$ cat src/rtl/piso_scan_reader_if.sv
// Bus between the scan reader, the external 8-bit PISO register and the byte consumer.
// The master modport is the reader; the slave modport is the PISO/consumer side.
interface piso_scan_reader_if;
    logic       start;
    logic       sr_qh;
    logic       sr_sh_ld_n;
    logic       sr_clk;
    logic       sr_clk_inh;
    logic [7:0] data;
    logic       data_valid;
    logic       data_ready;
    logic       busy;
    logic       dropped;

    modport master (
        input  start, sr_qh, data_ready,
        output sr_sh_ld_n, sr_clk, sr_clk_inh, data, data_valid, busy, dropped
    );

    modport slave (
        output start, sr_qh, data_ready,
        input  sr_sh_ld_n, sr_clk, sr_clk_inh, data, data_valid, busy, dropped
    );
endinterface

$ cat src/rtl/piso_scan_reader.sv
// Reads one byte from an external 8-bit PISO shift register per start request.
// Every PISO control line and consumer flag comes straight from a register.
module piso_scan_reader #(
    parameter int unsigned CLK_DIV = 4
) (
    input logic                clk,
    input logic                rst,
    piso_scan_reader_if.master bus
);
    typedef enum logic [2:0] {
        IDLE,
        LOAD,
        SETTLE,
        CLK_HI,
        CLK_LO,
        DONE
    } state_t;

    localparam logic [7:0] H_RELOAD = 8'(CLK_DIV - 1);

    state_t     state;
    logic [7:0] hcnt;
    logic [7:0] sreg;
    logic [2:0] bit_cnt;
    logic       half_done;
    logic       accept;

    assign half_done = (hcnt == '0);
    assign accept    = (state == IDLE) && bus.start && (!bus.data_valid || bus.data_ready);

    always_ff @(posedge clk or posedge rst) begin
        if (rst) begin
            state          <= IDLE;
            hcnt           <= '0;
            sreg           <= '0;
            bit_cnt        <= '0;
            bus.sr_sh_ld_n <= 1'b1;
            bus.sr_clk     <= 1'b0;
            bus.sr_clk_inh <= 1'b1;
            bus.data       <= '0;
            bus.data_valid <= 1'b0;
            bus.busy       <= 1'b0;
            bus.dropped    <= 1'b0;
        end else begin
            if (bus.data_valid && bus.data_ready)
                bus.data_valid <= 1'b0;
            if (bus.start && !accept)
                bus.dropped <= 1'b1;
            if (state != IDLE && !half_done)
                hcnt <= hcnt - 8'd1;

            case (state)
                IDLE: begin
                    if (accept) begin
                        state          <= LOAD;
                        hcnt           <= H_RELOAD;
                        bit_cnt        <= '0;
                        bus.sr_sh_ld_n <= 1'b0;
                        bus.busy       <= 1'b1;
                    end
                end
                LOAD: begin
                    if (half_done) begin
                        state          <= SETTLE;
                        hcnt           <= H_RELOAD;
                        bus.sr_sh_ld_n <= 1'b1;
                        bus.sr_clk_inh <= 1'b0;
                    end
                end
                SETTLE: begin
                    if (half_done) begin
                        sreg       <= {bus.sr_qh, sreg[7:1]};
                        bit_cnt    <= '0;
                        state      <= CLK_HI;
                        hcnt       <= H_RELOAD;
                        bus.sr_clk <= 1'b1;
                    end
                end
                CLK_HI: begin
                    if (half_done) begin
                        state      <= CLK_LO;
                        hcnt       <= H_RELOAD;
                        bus.sr_clk <= 1'b0;
                    end
                end
                CLK_LO: begin
                    if (half_done) begin
                        sreg    <= {bus.sr_qh, sreg[7:1]};
                        bit_cnt <= bit_cnt + 3'd1;
                        hcnt    <= H_RELOAD;
                        // bit_cnt still holds the previous bit index, so 6 means bit 7 is being sampled
                        if (bit_cnt == 3'd6) begin
                            state          <= DONE;
                            bus.sr_clk_inh <= 1'b1;
                        end else begin
                            state      <= CLK_HI;
                            bus.sr_clk <= 1'b1;
                        end
                    end
                end
                DONE: begin
                    bus.data       <= sreg;
                    bus.data_valid <= 1'b1;
                    state          <= IDLE;
                    hcnt           <= H_RELOAD;
                    bus.busy       <= 1'b0;
                end
                default: begin
                    state          <= IDLE;
                    hcnt           <= H_RELOAD;
                    bus.sr_sh_ld_n <= 1'b1;
                    bus.sr_clk     <= 1'b0;
                    bus.sr_clk_inh <= 1'b1;
                    bus.busy       <= 1'b0;
                end
            endcase
        end
    end
endmodule

$ cat src/flat_wrapper.sv
// flat-port wrapper written by rule: the top's interface ports become plain ports
module piso_scan_reader_flat 
#(
    parameter int unsigned CLK_DIV = 4
)
  (clk, rst, bus_start, bus_sr_qh, bus_data_ready, bus_sr_sh_ld_n, bus_sr_clk, bus_sr_clk_inh, bus_data, bus_data_valid, bus_busy, bus_dropped);
  piso_scan_reader_if bus_i ();
  input logic clk;
  input logic rst;
  input wire logic [$bits(bus_i.start)-1:0] bus_start;
  input wire logic [$bits(bus_i.sr_qh)-1:0] bus_sr_qh;
  input wire logic [$bits(bus_i.data_ready)-1:0] bus_data_ready;
  output wire logic [$bits(bus_i.sr_sh_ld_n)-1:0] bus_sr_sh_ld_n;
  output wire logic [$bits(bus_i.sr_clk)-1:0] bus_sr_clk;
  output wire logic [$bits(bus_i.sr_clk_inh)-1:0] bus_sr_clk_inh;
  output wire logic [$bits(bus_i.data)-1:0] bus_data;
  output wire logic [$bits(bus_i.data_valid)-1:0] bus_data_valid;
  output wire logic [$bits(bus_i.busy)-1:0] bus_busy;
  output wire logic [$bits(bus_i.dropped)-1:0] bus_dropped;
  assign bus_i.start = bus_start;
  assign bus_i.sr_qh = bus_sr_qh;
  assign bus_i.data_ready = bus_data_ready;
  assign bus_sr_sh_ld_n = bus_i.sr_sh_ld_n;
  assign bus_sr_clk = bus_i.sr_clk;
  assign bus_sr_clk_inh = bus_i.sr_clk_inh;
  assign bus_data = bus_i.data;
  assign bus_data_valid = bus_i.data_valid;
  assign bus_busy = bus_i.busy;
  assign bus_dropped = bus_i.dropped;
  piso_scan_reader #(.CLK_DIV(CLK_DIV)) u_core (.clk(clk), .rst(rst), .bus(bus_i));
endmodule
$ cat config.mk
export PLATFORM = sky130hd
export DESIGN_NAME = piso_scan_reader_flat
export DESIGN_NICKNAME = d
export VERILOG_FILES = /design/src/rtl/piso_scan_reader_if.sv /design/src/rtl/piso_scan_reader.sv /design/src/flat_wrapper.sv
export SDC_FILE = /design/constraint.sdc
export NUM_CORES = 1
export LEC_CHECK = 0
export BUFFER_PORTS_ARGS = -buffer_cell sky130_fd_sc_hd__buf_2
export CAP_MARGIN = 5
export CORE_ASPECT_RATIO = 0.9
export CORE_UTILIZATION = 25
export DETAILED_ROUTE_END_ITERATION = 10
export GPL_TIMING_DRIVEN = 0
export SLEW_MARGIN = 15
export SYNTH_ARGS = -nofsm -noshare
export SYNTH_HDL_FRONTEND = slang
export SYNTH_SLANG_ARGS = --single-unit
$ cat constraint.sdc
create_clock -name clk -period 5.8 [get_ports clk]
set_clock_uncertainty 0.1 [all_clocks]
set_input_delay 0 -clock clk [delete_from_list [all_inputs] [get_ports clk]]
set_output_delay 0 -clock clk [all_outputs]
set_load 0.03 [all_outputs]
==> results.tsv <==
metric	value	unit
depth of the worst hold-timing path	3	
root buf cell	clkbuf_8	
core box area	6726	µm²
Critical Path AT	2.45	ns
Max-slew headroom	0.4969	
Yosys warning count	0	
Resized cells post-CTS	0	
die extent in x	90.86	µm
DP Area	1979	µm²
post-synthesis sequential area ratio	0.5085	
H-tree levels	2	
Final HPWL DP	2.506	mm
worst endpoint required time	5.88	ns
synth top area cells	dfrtp_1, mux2_2, nor2_1	
via count	1337	
GPL Wtd Cong	0.7856	
Synth area leader	dfrtp_1	
largest net degree at the start of global routing	37	
postcts setup bufs	0	
worst hold path type	input port to flop	
NumNets Final	200	
# DRC	0	
initial core utilization	0.2641	
RSZ-0062 raised after global routing	false	
fin crit period	2.370	ns
Final Cycle Share	0.4086	
Yosys reg bits	36	
first-pass GRT wire length	6.251	mm
Avg Inst Size Synth	10.90	µm²
initial antenna violation count	0	
Synth top area share	0.4789	
Startpoint Class	flop	
Setup TNS	0	ns
Detailed Routing Iterations Pass 1	4	
Via density	4.741	
Hold Path End	u_core.bus.data_valid	
Core Util, Final	0.3158	
crit-path cells	nor4_4 > nand2_2 > nor3_4 > mux2_2	
Syn Std Cell Area	1777	µm²
Hold Fails Final Rpt	0	
dpl ws	3.461	ns
critical path type	flop to flop	
Fillers	716	
Iteration-0 DRC Markers	92	
critical register-to-register path startpoint	u_core.hcnt[4]	
final wirelength	3.683	mm
vias in the first global route	1304	
die height	81.98	µm
Finished Cell Area	2125	µm²
Clock Latency Late Sink	0.29	ns
VDD IR max	0.0001921	V
Reg2Reg Depth	4	
Max-Cap Viols	0	
diode count	0	
Max Root-Sink Buffers	2	
Cell Rows	28	
Routed Antenna Nets	0	
Slowest-stage cell, CP	nor4_4	
CTS tree	built	
crit end category	flop	
die area	7448	µm²
Gate Count Post-Synth	163	
routed len/inst	13.06	µm
cts bufs inserted	5	
clock-pin slew of the registers on the worst-case setup and hold paths	0.08	ns
syn nets	172	
Tightest Pin Transition	0.7536	ns
fmax	421.9	MHz
clock sinks	36	
share of cells above drive strength 1	0.2917	
pwr dens	434.0	nW/µm²
post-synthesis async set-or-reset flop share	1.000	
Post-synth top flop	dfrtp_1	
max-slew violations	0	
final setup margin	3.430	ns
GRT overflow	0	
GRT Util Overall	0.1083	
RR Endpoint	u_core.sreg[1]	
count of endpoints failing setup in the final report	0	
Area Growth Syn to Fin	19.58	%
# IOs	19	
CP max FO	10	
hold_sp	bus_data_ready	
EDFF count, synth	0	
CTS Hold Bufs	3	
Yosys cell types	41	
r2r setup slk	3.43	ns
Pleak	0.9464	nW
status	completed	
Port Buf Inserts	18	
Max stage delay on crit path	0.61	ns
## through the flow
step           hold slack [ns]  instances  total power [mW]
2_1_floorplan          0.04619        163            0.6192
3_3_place_gp            0.1359        271            0.6912
3_5_place_dp           0.09210        271            0.6969
4_1_cts                0.07691        282            0.9276
5_1_grt                 0.1017        282            0.9883
6_report               0.07492        282            0.9221
## kinds of logic after synthesis
| group | Yosys count | synth area share |
|---|---|---|
| AOI/OAI and AO/OA | 39 | 0.1458 |
| xor gates and xnor gates | 5 | 0.02465 |
| adders and majority gates | 4 | 0.02817 |
| buffers and inverters | 15 | 0.03380 |
| DFF | 36 | 0.5085 |
| muxes | 18 | 0.1127 |
| and+or+nand+nor | 46 | 0.1465 |
## placed cells by master (no fill, tap or decap), types with 3 or more instances in the layout
master	synthesis	final
dfrtp_1	34	34
clkbuf_8	0	5
a21oi_1	7	7
nor2_1	15	15
nand3_1	5	5
a31oi_1	6	6
xnor2_1	4	4
nand2b_1	3	3
clkbuf_1	3	3
mux2_2	16	16
inv_1	8	7
nor3_1	5	5
ha_1	4	4
buf_2	3	21
o21ai_0	11	11
dlygate4sd3_1	0	3
nand2_1	7	7
## flip-flops by register name, summed over array words and instances, names as in the netlist
| signal | cells |
|---|---|
| u_core.bus.data | 8 |
| u_core.bit_cnt | 3 |
| u_core.state | 3 |
| u_core.hcnt | 8 |
| u_core.bus.data_valid | 1 |
| u_core.bus.dropped | 1 |
| u_core.sreg | 8 |
| u_core.bus.sr_clk_inh | 1 |
| u_core.bus.sr_sh_ld_n | 1 |
| u_core.bus.busy | 1 |
| u_core.bus.sr_clk | 1 |
## routing by layer
metal | GRT usage | vias up | share of wire
met2 | 0.1871 | 24 | 0.46
met5 | 0 | - | 0
met1 | 0.1239 | 659 | 0.47
met4 | 0.04444 | 0 | 0.015
li1 | - | 649 | -
met3 | 0.03796 | 5 | 0.048
## where the power goes
| group | total [mW] | leakage [nW] | internal (mW) | switching (mW) |
|---|---|---|---|---|
| logic | 0.331 | 0.428 | 0.128 | 0.203 |
| clock network | 0.228 | 0.0548 | 0.129 | 0.0982 |
| registers | 0.363 | 0.464 | 0.310 | 0.0535 |
## worst max-delay path: cells and delay by family, from the launching register on
family / cells / cell delay [ns]
simple gates: 3 / 1.30
flops: 1 / 0.45
mux: 1 / 0.39
## synthesized netlist by cell type, types with 3 or more instances
| library cell | count |
|---|---|
| a31oi_1 | 6 |
| mux2_2 | 16 |
| ha_1 | 4 |
| dfrtp_1 | 34 |
| o21ai_0 | 11 |
| nand2b_1 | 3 |
| xnor2_1 | 4 |
| inv_1 | 8 |
| nand2_1 | 7 |
| buf_2 | 3 |
| nor3_1 | 5 |
| nor2_1 | 15 |
| clkbuf_1 | 3 |
| a21oi_1 | 7 |
| nand3_1 | 5 |
## how the worst max path moves through the flow
| stage | from | end | slack (ns) | cells after the start |
|---|---|---|---|---|
| 6_report | u_core.hcnt[4] | u_core.sreg[1] | 3.43 | 4 |
| 5_1_grt | u_core.hcnt[0] | u_core.bit_cnt[0] | 3.25 | 7 |
| 4_1_cts | u_core.hcnt[0] | u_core.bit_cnt[2] | 3.44 | 6 |
| 3_5_place_dp | u_core.hcnt[0] | u_core.bit_cnt[2] | 3.46 | 6 |
| 3_3_place_gp | u_core.hcnt[0] | u_core.bit_cnt[2] | 3.44 | 6 |
| 2_1_floorplan | u_core.hcnt[0] | u_core.bit_cnt[2] | 3.64 | 6 |
## cell type report
| cell class | count | area [µm²] | area share |
|---|---|---|---|
| Buffer | 6 | 26.28 | 0.01237 |
| Clock buffer | 5 | 68.82 | 0.03239 |
| Clock inverter | 3 | 46.29 | 0.02179 |
| Inverter | 9 | 33.78 | 0.01590 |
| Multi-Input combinational cell | 112 | 813.3 | 0.3828 |
| Sequential cell | 36 | 903.4 | 0.4252 |
| Tap cell | 90 | 112.6 | 0.05300 |
| Timing Repair Buffer | 21 | 120.1 | 0.05654 |
No activity file was read; power rests on OpenSTA's default activity.
